File: config.mk
export PLATFORM = sky130hd
export DESIGN_NAME = nibble_serial_adder
export DESIGN_NICKNAME = d
export VERILOG_FILES = /design/src/rtl/nsa_pkg.sv /design/src/rtl/nibble_serial_adder_cla4.sv /design/src/rtl/nibble_serial_adder.sv
export SDC_FILE = /design/constraint.sdc
export NUM_CORES = 1
export LEC_CHECK = 0
export CAP_MARGIN = 30
export CORE_ASPECT_RATIO = 0.75
export CORE_MARGIN = 2
export CORE_UTILIZATION = 30
export CTS_CLUSTER_DIAMETER = 120
export CTS_CLUSTER_SIZE = 20
export DETAILED_ROUTE_END_ITERATION = 8
export DONT_BUFFER_PORTS = 1
export PLACE_DENSITY = 0.52
export SYNTH_ARGS = -nofsm -noshare
export SYNTH_HDL_FRONTEND = slang
export SYNTH_SLANG_ARGS = --single-unit
File: constraint.sdc
create_clock -name clk -period 2.4 [get_ports clk]
set_input_delay 0.48 -clock clk [delete_from_list [all_inputs] [get_ports clk]]
set_output_delay 0.48 -clock clk [all_outputs]
set_load 0.1 [all_outputs]
File: src/rtl/nsa_pkg.sv
// Shared types and constants for the nibble-serial adder.
package nsa_pkg;

  localparam int NIBBLE_W = 4;

  typedef enum logic [1:0] {
    IDLE = 2'd0,
    RUN  = 2'd1,
    DONE = 2'd2
  } state_e;

  // Width of the nibble index; a single-nibble adder still needs one bit.
  function automatic int nib_idx_w(input int nib);
    return (nib <= 1) ? 1 : $clog2(nib);
  endfunction

endpackage

File: src/rtl/nibble_serial_adder_cla4.sv
// 4-bit carry-lookahead adder slice, purely combinational.
module nibble_serial_adder_cla4 (
  input  logic [3:0] A,
  input  logic [3:0] B,
  input  logic       cin,
  output logic       cout,
  output logic [3:0] s
);

  logic [3:0] g;
  logic [3:0] p;
  logic [4:0] c;

  // Generate/propagate terms with every carry expanded from cin.
  always_comb begin
    g    = A & B;
    p    = A ^ B;
    c[0] = cin;
    c[1] = g[0] | (p[0] & cin);
    c[2] = g[1] | (p[1] & g[0]) | (p[1] & p[0] & cin);
    c[3] = g[2] | (p[2] & g[1]) | (p[2] & p[1] & g[0]) | (p[2] & p[1] & p[0] & cin);
    c[4] = g[3] | (p[3] & g[2]) | (p[3] & p[2] & g[1]) | (p[3] & p[2] & p[1] & g[0])
         | (p[3] & p[2] & p[1] & p[0] & cin);
    s    = p ^ c[3:0];
    cout = c[4];
  end

endmodule

File: src/rtl/nibble_serial_adder.sv
// Multi-cycle WIDTH-bit add/subtract built around one 4-bit CLA slice.
// One nibble per clock; the registered slice carry chains into the next nibble.
// WIDTH must be a multiple of 4 and at least 4.
//
// state | meaning
// IDLE  | waiting for start; result registers hold the last result
// RUN   | one nibble per edge, idx counts 0..NIB-1
// DONE  | single cycle with done=1, result valid
module nibble_serial_adder
  import nsa_pkg::*;
#(
  parameter int WIDTH = 16
) (
  input  logic             clk,
  input  logic             rst,
  input  logic             start,
  input  logic             sub,
  input  logic [WIDTH-1:0] a,
  input  logic [WIDTH-1:0] b,
  input  logic             cin,
  output logic             busy,
  output logic             done,
  output logic [WIDTH-1:0] sum,
  output logic             cout,
  output logic             ovf
);

  localparam int NIB   = WIDTH / NIBBLE_W;
  localparam int IDX_W = nib_idx_w(NIB);
  localparam logic [IDX_W-1:0] LAST_IDX = IDX_W'(NIB - 1);

  state_e             state_q, state_d;
  logic [IDX_W-1:0]   idx_q;
  logic [WIDTH-1:0]   a_q, b_q, sum_q, sum_d;
  logic               carry_q, cout_q, ovf_q;
  logic [NIBBLE_W-1:0] nib_a, nib_b, slice_s;
  logic               slice_cout;
  logic               last_nib;

  assign last_nib = (idx_q == LAST_IDX);

  // Select the operand nibbles addressed by idx.
  always_comb begin
    nib_a = '0;
    nib_b = '0;
    for (int i = 0; i < NIB; i++) begin
      if (idx_q == IDX_W'(i)) begin
        nib_a = a_q[i*NIBBLE_W +: NIBBLE_W];
        nib_b = b_q[i*NIBBLE_W +: NIBBLE_W];
      end
    end
  end

  nibble_serial_adder_cla4 u_slice (
    .A   (nib_a),
    .B   (nib_b),
    .cin (carry_q),
    .cout(slice_cout),
    .s   (slice_s)
  );

  // Merge the slice sum into the addressed nibble of the result.
  always_comb begin
    sum_d = sum_q;
    for (int i = 0; i < NIB; i++) begin
      if (idx_q == IDX_W'(i)) sum_d[i*NIBBLE_W +: NIBBLE_W] = slice_s;
    end
  end

  // State register.
  always_ff @(posedge clk) begin
    if (rst) state_q <= IDLE;
    else     state_q <= state_d;
  end

  // Next-state logic; start is only looked at in IDLE, so it never queues.
  always_comb begin
    state_d = state_q;
    case (state_q)
      IDLE:    if (start) state_d = RUN;
      RUN:     if (last_nib) state_d = DONE;
      DONE:    state_d = IDLE;
      default: state_d = IDLE;
    endcase
  end

  // Status outputs decoded from state.
  always_comb begin
    busy = (state_q == RUN);
    done = (state_q == DONE);
  end

  // Operand capture and per-nibble datapath; subtract stores ~b with carry-in 1.
  always_ff @(posedge clk) begin
    if (rst) begin
      a_q     <= '0;
      b_q     <= '0;
      sum_q   <= '0;
      idx_q   <= '0;
      carry_q <= 1'b0;
      cout_q  <= 1'b0;
      ovf_q   <= 1'b0;
    end else begin
      case (state_q)
        IDLE: begin
          if (start) begin
            a_q     <= a;
            b_q     <= sub ? ~b : b;
            carry_q <= sub | cin;
            sum_q   <= '0;
            cout_q  <= 1'b0;
            ovf_q   <= 1'b0;
            idx_q   <= '0;
          end
        end
        RUN: begin
          sum_q   <= sum_d;
          carry_q <= slice_cout;
          if (last_nib) begin
            cout_q <= slice_cout;
            ovf_q  <= (a_q[WIDTH-1] == b_q[WIDTH-1]) && (slice_s[NIBBLE_W-1] != a_q[WIDTH-1]);
          end else begin
            idx_q <= idx_q + IDX_W'(1);
          end
        end
        default: ;
      endcase
    end
  end

  assign sum  = sum_q;
  assign cout = cout_q;
  assign ovf  = ovf_q;

endmodule

# Yosys cells after proc, flatten, opt, wreduce, memory -nomap -nowiden
# Index checks and enable logic that the tools add are counted.
[totals]
reg_bits = 55
latch_bits = 0
mem_bits_rw = 0
output_inout_bits = 20
mem_count = 0
elab_cells = 96
rom_bits = 0
[classes]
n_addsub = 1
bitwise_logic = 31
n_lt_le_gt_ge = 0
eq_ne = 13
div_mod_pow = 0
muxes = 28
n_shift = 0
n_reduce_logical = 12
multipliers = 0
[ops]
columns = ["cell", "count"]
rows = [
  ["$mux 4", 12],
  ["$mux 16", 2],
  ["$pmux 16 s2", 1],
  ["$and 1x1->1", 16],
  ["$not 16->16", 1],
  ["$reduce_and 3->1", 5],
  ["$or 1x1->1", 11],
  ["$mux 2", 4],
  ["$ne 2x1->1 const B", 4],
  ["$pmux 2 s2", 2],
  ["$xor 4x4->4", 2],
  ["$eq 2x2->1 const B", 3],
  ["$pmux 1 s2", 3],
  ["$reduce_and 2->1", 3],
  ["$and 4x4->4", 1],
  ["$eq 2x1->1 const B", 2],
  ["$logic_not 2->1", 2],
  ["$mux 1", 4],
  ["$ne 2x2->1 const B", 2],
  ["$add 2x1->2 const B", 1],
  ["$reduce_bool 2->1", 1],
  ["$eq 1x1->1", 1],
  ["$logic_and 1x1->1", 1],
  ["$ne 1x1->1", 1],
]

# Longest topological paths before layout
# Gate-level depths: netlist (run 1).
[logic_depth]
word_depth = 15
mapped_depth = 13
depth_no_buf = 12

# By module
# A second synthesis (run 1) with hierarchy kept.
[hier_totals]
hier_cells = 322
area_unflattened_um2 = 2695.1
[by_module_without_submodules]
columns = ["mod", "instances", "area_each_um2", "cells_each", "seq_area_each_um2"]
rows = [
  ["nibble_serial_adder", 1, 2562.5, 309, 1101.1],
  ["nibble_serial_adder_cla4", 1, 132.6, 13, 0.0],
]

# Least setup slack after synthesis (run 1)
# Ideal clock, no wire load.
[synth_path]
path_kind = "reg2reg"
from = "reg idx_q[0]"
to = "reg ovf_q, in the netlist ovf"
stages_incl_launch_ff = 13
synth_period_minus_slack_ns = 2.645
required_time_ns = 2.283
setup_slack_ns = -0.245
n_path_buf = 1
setup_time_ns = 0.117
t_arrival_ns = 2.527
path_cell_list = "dfxtp_1 ha_1 clkbuf_1 nand2_1 a21oi_1 a21oi_1 o21ai_0 ha_1 a41oi_1 o21ai_2 xor2_1 mux2i_1 a32o_1"
[synth_via]
elab_chain_cells = 15
elab_cells_between_ends = 29
classes_between = "eq/ne: 5; mux: 10; bitwise: 11; reduce/logical: 3"
[synth_lines]
columns = ["element", "line", "source"]
rows = [
  ["start, declared", "nibble_serial_adder.sv:33", "logic [IDX_W-1:0] idx_q;"],
  ["start signal, assigned", "nibble_serial_adder.sv:123", "idx_q <= idx_q + IDX_W'(1);"],
  ["$logic_not 2->1", "nibble_serial_adder.sv:47", "if (idx_q == IDX_W'(i)) begin"],
  ["$mux 4 (4 in series)", "nibble_serial_adder.sv:47", ""],
  ["$xor 4x4->4 / $and 4x4->4 (equally long branches)", "nibble_serial_adder_cla4.sv:17, nibble_serial_adder_cla4.sv:16", ""],
  ["$and 1x1->1", "nibble_serial_adder_cla4.sv:21", "c[3] = g[2] | (p[2] & g[1]) | (p[2] & p[1] & g[0]) | (p[2] & p[1] & p[0] & cin);"],
  ["$or 1x1->1 / $and 1x1->1 (equally long branches) (2 in series)", "nibble_serial_adder_cla4.sv:21", ""],
  ["$or 1x1->1", "nibble_serial_adder_cla4.sv:21", ""],
  ["$xor 4x4->4", "nibble_serial_adder_cla4.sv:24", "s = p ^ c[3:0];"],
  ["$ne 1x1->1", "nibble_serial_adder.sv:121", "ovf_q <= (a_q[WIDTH-1] == b_q[WIDTH-1]) && (slice_s[NIBBLE_W-1] != a_q[WIDTH-1]);"],
  ["$logic_and 1x1->1", "nibble_serial_adder.sv:121", ""],
  ["$mux 1", "nibble_serial_adder.sv:119", "if (last_nib) begin"],
  ["$pmux 1 s2", "nibble_serial_adder.sv:104", "case (state_q)"],
  ["end signal, assigned", "nibble_serial_adder.sv:121", ""],
  ["end, declared", "nibble_serial_adder.sv:35", "logic carry_q, cout_q, ovf_q;"],
]
# Several ways; a longest one is shown, not always the timed one. The select of a mux whose other input is x is not followed.
# A chain may end at the register's enable or synchronous reset.

# Worst setup path in the final report (run 1)
[layout_path]
from = "reg idx_q[1]"
to = "reg ovf_q, in the netlist ovf"
# Same word-level chain as after synthesis.

==> results of run 1 <==
## what timing repair did
item	CTS	global route
buffers inserted	6	2
resized for setup	24	27
endpoints found under the setup margin	15	18
pin swaps	17	22
## area by class of cell
cell class                 instances  area [sq um]
fill                             856          5160
multi-input combinational        237          1540
sequential                        55          1100
timing repair buffer              39           304
tap                              108           135
clock buffer                       6           129
clock inverter                     1          30.0
inverter                           5          21.3
## metrics by stage
step | TNS, ns | setup slack, ns | total power [mW]
after floorplan | 0 | 0.0195 | 1.43
after global placement | -0.740 | -0.129 | 1.52
after detailed placement | -1.78 | -0.203 | 1.53
after CTS | -0.0516 | -0.0360 | 2.37
after global routing | -1.02 | -0.142 | 2.50
final | -0.0632 | -0.0505 | 2.37
## cells in the final DEF, fill, tap and decap left out, types with 2 or more instances in the layout
master,count
o21ai_2,5
o21ai_1,7
o31ai_2,3
ha_1,3
dfxtp_2,2
a21oi_2,11
nand3b_1,8
a21oi_1,34
nand2_2,3
clkbuf_16,5
dfxtp_1,53
a211oi_1,16
mux2i_1,2
inv_2,2
nand3_1,8
nor3_1,2
buf_6,3
ha_4,4
nand2_1,54
o21ai_0,5
buf_4,36
inv_1,2
nor2_1,35
xnor2_1,17
## state kept, by name, indices dropped and copies added, names as in the netlist
| name | count |
|---|---|
| b_q | 16 |
| sum | 16 |
| idx_q | 2 |
| carry_q | 1 |
| ovf | 1 |
| state_q | 2 |
| cout | 1 |
| a_q | 16 |
## cell families (layout without fill, tap and decap cells)
logic type / Yosys count / count (layout)
flip-flops: 55 / 55
adder cells (fa/ha/maj): 9 / 9
multiplexers: 2 / 2
buffers and inverters: 27 / 51
AND/OR/NAND/NOR: 118 / 118
XOR/XNOR: 19 / 19
AO/OA/AOI/OAI: 89 / 89
## worst paths after layout
kind	startpoint	end	slack, ns	depth (start not counted)
worst min register to register	sum[5]$_SDFFE_PP0P_	sum[5]$_SDFFE_PP0P_	0.46	2
worst min-delay path	rst	sum[13]$_SDFFE_PP0P_	0.26	1
worst max-delay path	idx_q[1]$_SDFFE_PP0P_	ovf$_SDFFE_PP0P_	-0.05	13
worst max register to register	idx_q[1]$_SDFFE_PP0P_	ovf$_SDFFE_PP0P_	-0.05	13
## where the power goes
| group | switching [mW] | internal, mW | leakage, nW | total [mW] |
|---|---|---|---|---|
| clock network | 0.302 | 0.487 | 0.0769 | 0.789 |
| logic | 0.346 | 0.213 | 0.678 | 0.560 |
| registers | 0.0483 | 0.978 | 0.451 | 1.03 |
## metal layers
layer  up-vias  track usage [%]  share of wire (%)
li1       1137                -                  -
met1      1012             20.8                 48
met2        66             22.3                 44
met3         5             3.47                7.3
met4         0             3.70               0.70
met5         -                0                  0
==> results.yml, run 1 <==
run_status:
  outcome: "complete, but fails checks"
  violations: "setup timing"
place:
  place_hpwl_microns: 4710
  placed_area_sq_um: 2880
  dp.cells: 438
  numPortBuffers: 0
  gp_congestion: 0.804
flow_run:
  max_cap_viol_count: 0
setup_path:
  crit_family: "compound AO/OA/AOI/OAI gates"
  cp-end-kind: "flop"
  cp_max_fo: 6
  slowest_delay_ns: 0.36
  crit_top_cell: "a21oi_1"
  critPathBufInv: 2
  path_class: "flop to flop"
  arrival_ns: 2.62
  startpoint_type: "flop"
  critPathSlowestCell: "dfxtp_2"
  cp_cell_sequence: "inv_4, ha_4, buf_6, nand3b_1, a21oi_1, a21oi_1, o21ai_1, ha_1, a41oi_2, o21ai_2, xor2_2, mux2i_1, a32o_1"
  required_ns: 2.57
sta:
  setup_viol: 2
  fin_crit_sh_pct: 102
  fin_ws_ns: -0.0505
  fin_crit_ns: 2.45
  fmax_ghz: 0.408
  final_hold_viol_count: 0
  fin_skew_ns: 0.00839
  maxSlewViolCount: 0
  rsz0062_at_grt: "yes"
  holdWs_ns: 0.258
  tightest_slew_ns: 0.604
  slew_headroom_pct: 59.6
grt:
  grt_first_pass_wirelength_microns: 11100
  grt_pass1_vias: 2237
  overflow: 0
  antenna_found_initial: 0
  track_usage_pct: 14.6
  grt_max_degree: 51
clock_tree:
  ctsLongestPathBuffers: 2
  cts_buffers: 5
  path_clk_slew_ns: 0.06
  cts_sinks: 55
  cts_hold_buf: 0
  clkLatencyLatePin_ns: 0.29
  tritoncts: "built"
  root_buffer: "clkbuf_16"
  h-tree-depth: 2
synthesis:
  synth-edff-count: 0
  synth_top_family_by_area: "compound AO/OA/AOI/OAI gates"
  synth-compound-area-share_pct: 20.6
  syn_area_sq_um: 2600
  yosys.area_share.simple_pct: 20.2
  synth_cell_types: 35
  ys_dominant_reg_cell: "dfxtp_1"
  ys_warn_count: 0
  synthMuxAreaShare_pct: 0.771
  ys_top_cells_by_area: "dfxtp_1 (42%), nand2_1 (8.2%), a21oi_1 (8.1%)"
  ys_ff_latch: 55
  synth_fa_ha_area_share_pct: 4.63
  synth_commonest_cells: "nand2_1 (57), dfxtp_1 (55), a21oi_1 (42)"
  async_flop_share_pct: 0
  synth.top_cell.area_share_pct: 42.4
  synth.most_common_cell: "nand2_1"
  synthXorXnorAreaFrac_pct: 6.41
  yosys.area.top_type: "dfxtp_1"
  avgSynthCellArea_sq_um: 8.14
  syn_inst: 319
  synth_nets: 365
  synth.yosys.seq_area_share_pct: 42.4
cells_and_area:
  utilization_pct: 38.7
  drive_gt1_share_pct: 25.9
  design_area_sq_um: 3260
  n_antenna_cell: 0
  nets: 389
  stdcell_count: 451
  area_growth_pct: 25.5
floorplanning:
  dieWidth_microns: 111
  core_sq_um: 8420
  num_rows: 29
  initial_utilization_pct: 30.8
  die_y_microns: 84.6
  dieArea_sq_um: 9420
  ios: 57
power:
  p_leak_nw: 1.21
  powerDensity_nw_per_um2: 729
  ir_drop_v: 0.000422
worst_hold_path:
  hold_class: "primary input to flop"
detailed_routing:
  drt_iter0_markers: 116
  drt_wl_total_microns: 6610
  wl_per_cell_microns: 14.7
  dr.pass1.iters: 4
  ant_nets: 0
  vias: 2220
  via_per_inst: 4.92
  drc: 0
Note: power is estimated with default switching activity, not from simulation.
==> run 2, diff against run 1 <==
--- a/config.mk
+++ b/config.mk
@@ -6,6 +6,8 @@
 export NUM_CORES = 1
 export LEC_CHECK = 0
 export CAP_MARGIN = 30
+export CELL_PAD_IN_SITES_DETAIL_PLACEMENT = 1
+export CELL_PAD_IN_SITES_GLOBAL_PLACEMENT = 2
 export CORE_ASPECT_RATIO = 0.75
 export CORE_MARGIN = 2
 export CORE_UTILIZATION = 30
@@ -13,7 +15,7 @@
 export CTS_CLUSTER_SIZE = 20
 export DETAILED_ROUTE_END_ITERATION = 8
 export DONT_BUFFER_PORTS = 1
-export PLACE_DENSITY = 0.52
+export PLACE_DENSITY = 0.76
 export SYNTH_ARGS = -nofsm -noshare
 export SYNTH_HDL_FRONTEND = slang
 export SYNTH_SLANG_ARGS = --single-unit
==> constraint.sdc (replaced) <==
create_clock -name clk -period 2.4 [get_ports clk]
set_input_delay 0.36 -clock clk [delete_from_list [all_inputs] [get_ports clk]]
set_output_delay 0.36 -clock clk [all_outputs]
set_load 0.1 [all_outputs]
==> results.yml, run 2 (synthesis gave the netlist of run 1 again) <==
run_status:
  outcome: "complete, but fails checks"
  violations: "setup timing"
detailed_routing:
  wl_per_cell_microns: 15.9
  drt_iter0_markers: 106
  via_per_inst: 4.99
  ant_nets: 0
  vias: 2282
  drc: 0
  drt_wl_total_microns: 7280
  dr.pass1.iters: 4
grt:
  overflow: 0
  grt_pass1_vias: 2422
  grt_first_pass_wirelength_microns: 12000
  antenna_found_initial: 0
  track_usage_pct: 15.8
  grt_max_degree: 51
sta:
  setup_viol: 9
  tightest_slew_ns: 0.588
  fin_crit_ns: 2.47
  final_hold_viol_count: 0
  slew_headroom_pct: 60.7
  fin_crit_sh_pct: 103
  fin_ws_ns: -0.0665
  maxSlewViolCount: 0
  rsz0062_at_grt: "yes"
  setup-tns-final_ns: -0.255
  fmax_ghz: 0.405
  holdWs_ns: 0.126
  fin_skew_ns: 0.00710
setup_path:
  crit_family: "compound AO/OA/AOI/OAI gates"
  startpoint_type: "flop"
  cp-end-kind: "flop"
  required_ns: 2.59
  cp_max_fo: 6
  path_class: "flop to flop"
  arrival_ns: 2.65
  slowest_delay_ns: 0.35
  critPathSlowestCell: "dfxtp_2"
  critPathBufInv: 2
  cp_cell_sequence: "inv_4, ha_4, buf_6, nand3b_1, a21oi_2, a21oi_1, o21ai_1, ha_1, a41oi_2, o21ai_2, xor2_2, mux2i_1, a32o_1"
cells_and_area:
  multiInputGateArea_sq_um: 1490
  final_common_cell: "nand2_1"
  n_antenna_cell: 0
  drive_gt1_share_pct: 24.4
  fillers: 1002
  ff_latch_area_sq_um: 1100
  mostFrequentLayoutCells: "nand2_1 (56), dfxtp_1 (53), buf_4 (43)"
  stdcell_count: 457
  area_growth_pct: 24.2
  nets: 394
place:
  gp_congestion: 0.780
  place_ws_ns: -0.190
  numPortBuffers: 0
  place_hpwl_microns: 5100
  dp.cells: 442
power:
  powerDensity_nw_per_um2: 714
  ir_drop_v: 0.000292
  p_leak_nw: 1.23
clock_tree:
  cts_sinks: 55
  root_buffer: "clkbuf_16"
  cts_hold_buf: 0
  ctsLongestPathBuffers: 2
  h-tree-depth: 2
  tritoncts: "built"
  cts_buffers: 5
  clkLatencyLatePin_ns: 0.30
  path_clk_slew_ns: 0.07
floorplanning:
  ios: 57
  core_sq_um: 8420
  dieWidth_microns: 111
  num_rows: 29
  die_y_microns: 84.6
  dieArea_sq_um: 9420
  initial_utilization_pct: 30.8
flow_run:
  max_cap_viol_count: 0
worst_hold_path:
  hold_class: "primary input to flop"
## run 2: layout make-up
cell class | instances | share of cell area [%]
clock buffers | 6 | 4.00
clock inverters | 2 | 0.388
inverters | 5 | 0.660
multi-input cells | 237 | 46.2
flip-flops and latches | 55 | 34.2
well taps | 108 | 4.19
repair buffers | 44 | 10.4
## run 2: worst reg2reg max path: cells and delay by family (launching register included)
family | cells | cell delay, ns
AO/OA/AOI/OAI | 6 | 0.87
adder cells (fa/ha/maj) | 2 | 0.48
flip-flops | 1 | 0.35
XOR/XNOR | 1 | 0.20
buffers and inverters | 2 | 0.18
AND/OR/NAND/NOR | 1 | 0.17
multiplexers | 1 | 0.13
## run 2: layer usage
metal	share of wire, %	track usage [%]	wire [microns]
met1	49	20.9	3540
met2	45	26.2	3310
met3	4.8	3.83	352
met4	1.1	3.70	80
met5	0	0	0
## run 2: final timing paths
check | start | end | slack, ns | cells past startpoint
hold / removal | rst | sum[0]$_SDFFE_PP0P_ | 0.13 | 1
setup / recovery | idx_q[1]$_SDFFE_PP0P_ | ovf$_SDFFE_PP0P_ | -0.07 | 13
setup reg to reg | idx_q[1]$_SDFFE_PP0P_ | ovf$_SDFFE_PP0P_ | -0.07 | 13
hold reg to reg | sum[5]$_SDFFE_PP0P_ | sum[5]$_SDFFE_PP0P_ | 0.46 | 2
## run 2: stage by stage
step                total power [mW]  cell area [sq um]  util [%]
CTS                             2.30               3170      37.6
global route                    2.42               3220      38.3
finish                          2.30               3220      38.3
detailed placement              1.55               2910      34.6
floorplan                       1.43               2620         -
global placement                1.54               2910      34.6
## run 2: where the power goes
group | switching, mW | internal, mW | leakage, nW
Combinational | 0.346 | 0.214 | 0.708
Sequential | 0.0474 | 0.977 | 0.451
Clock | 0.332 | 0.386 | 0.0669
Total | 0.725 | 1.58 | 1.23
## run 2: repair_timing
item / in CTS / in global routing
pin swaps: 14 / 17
setup endpoints to repair: 16 / 18
resized for setup: 23 / 13
setup buffers: 6 / 1
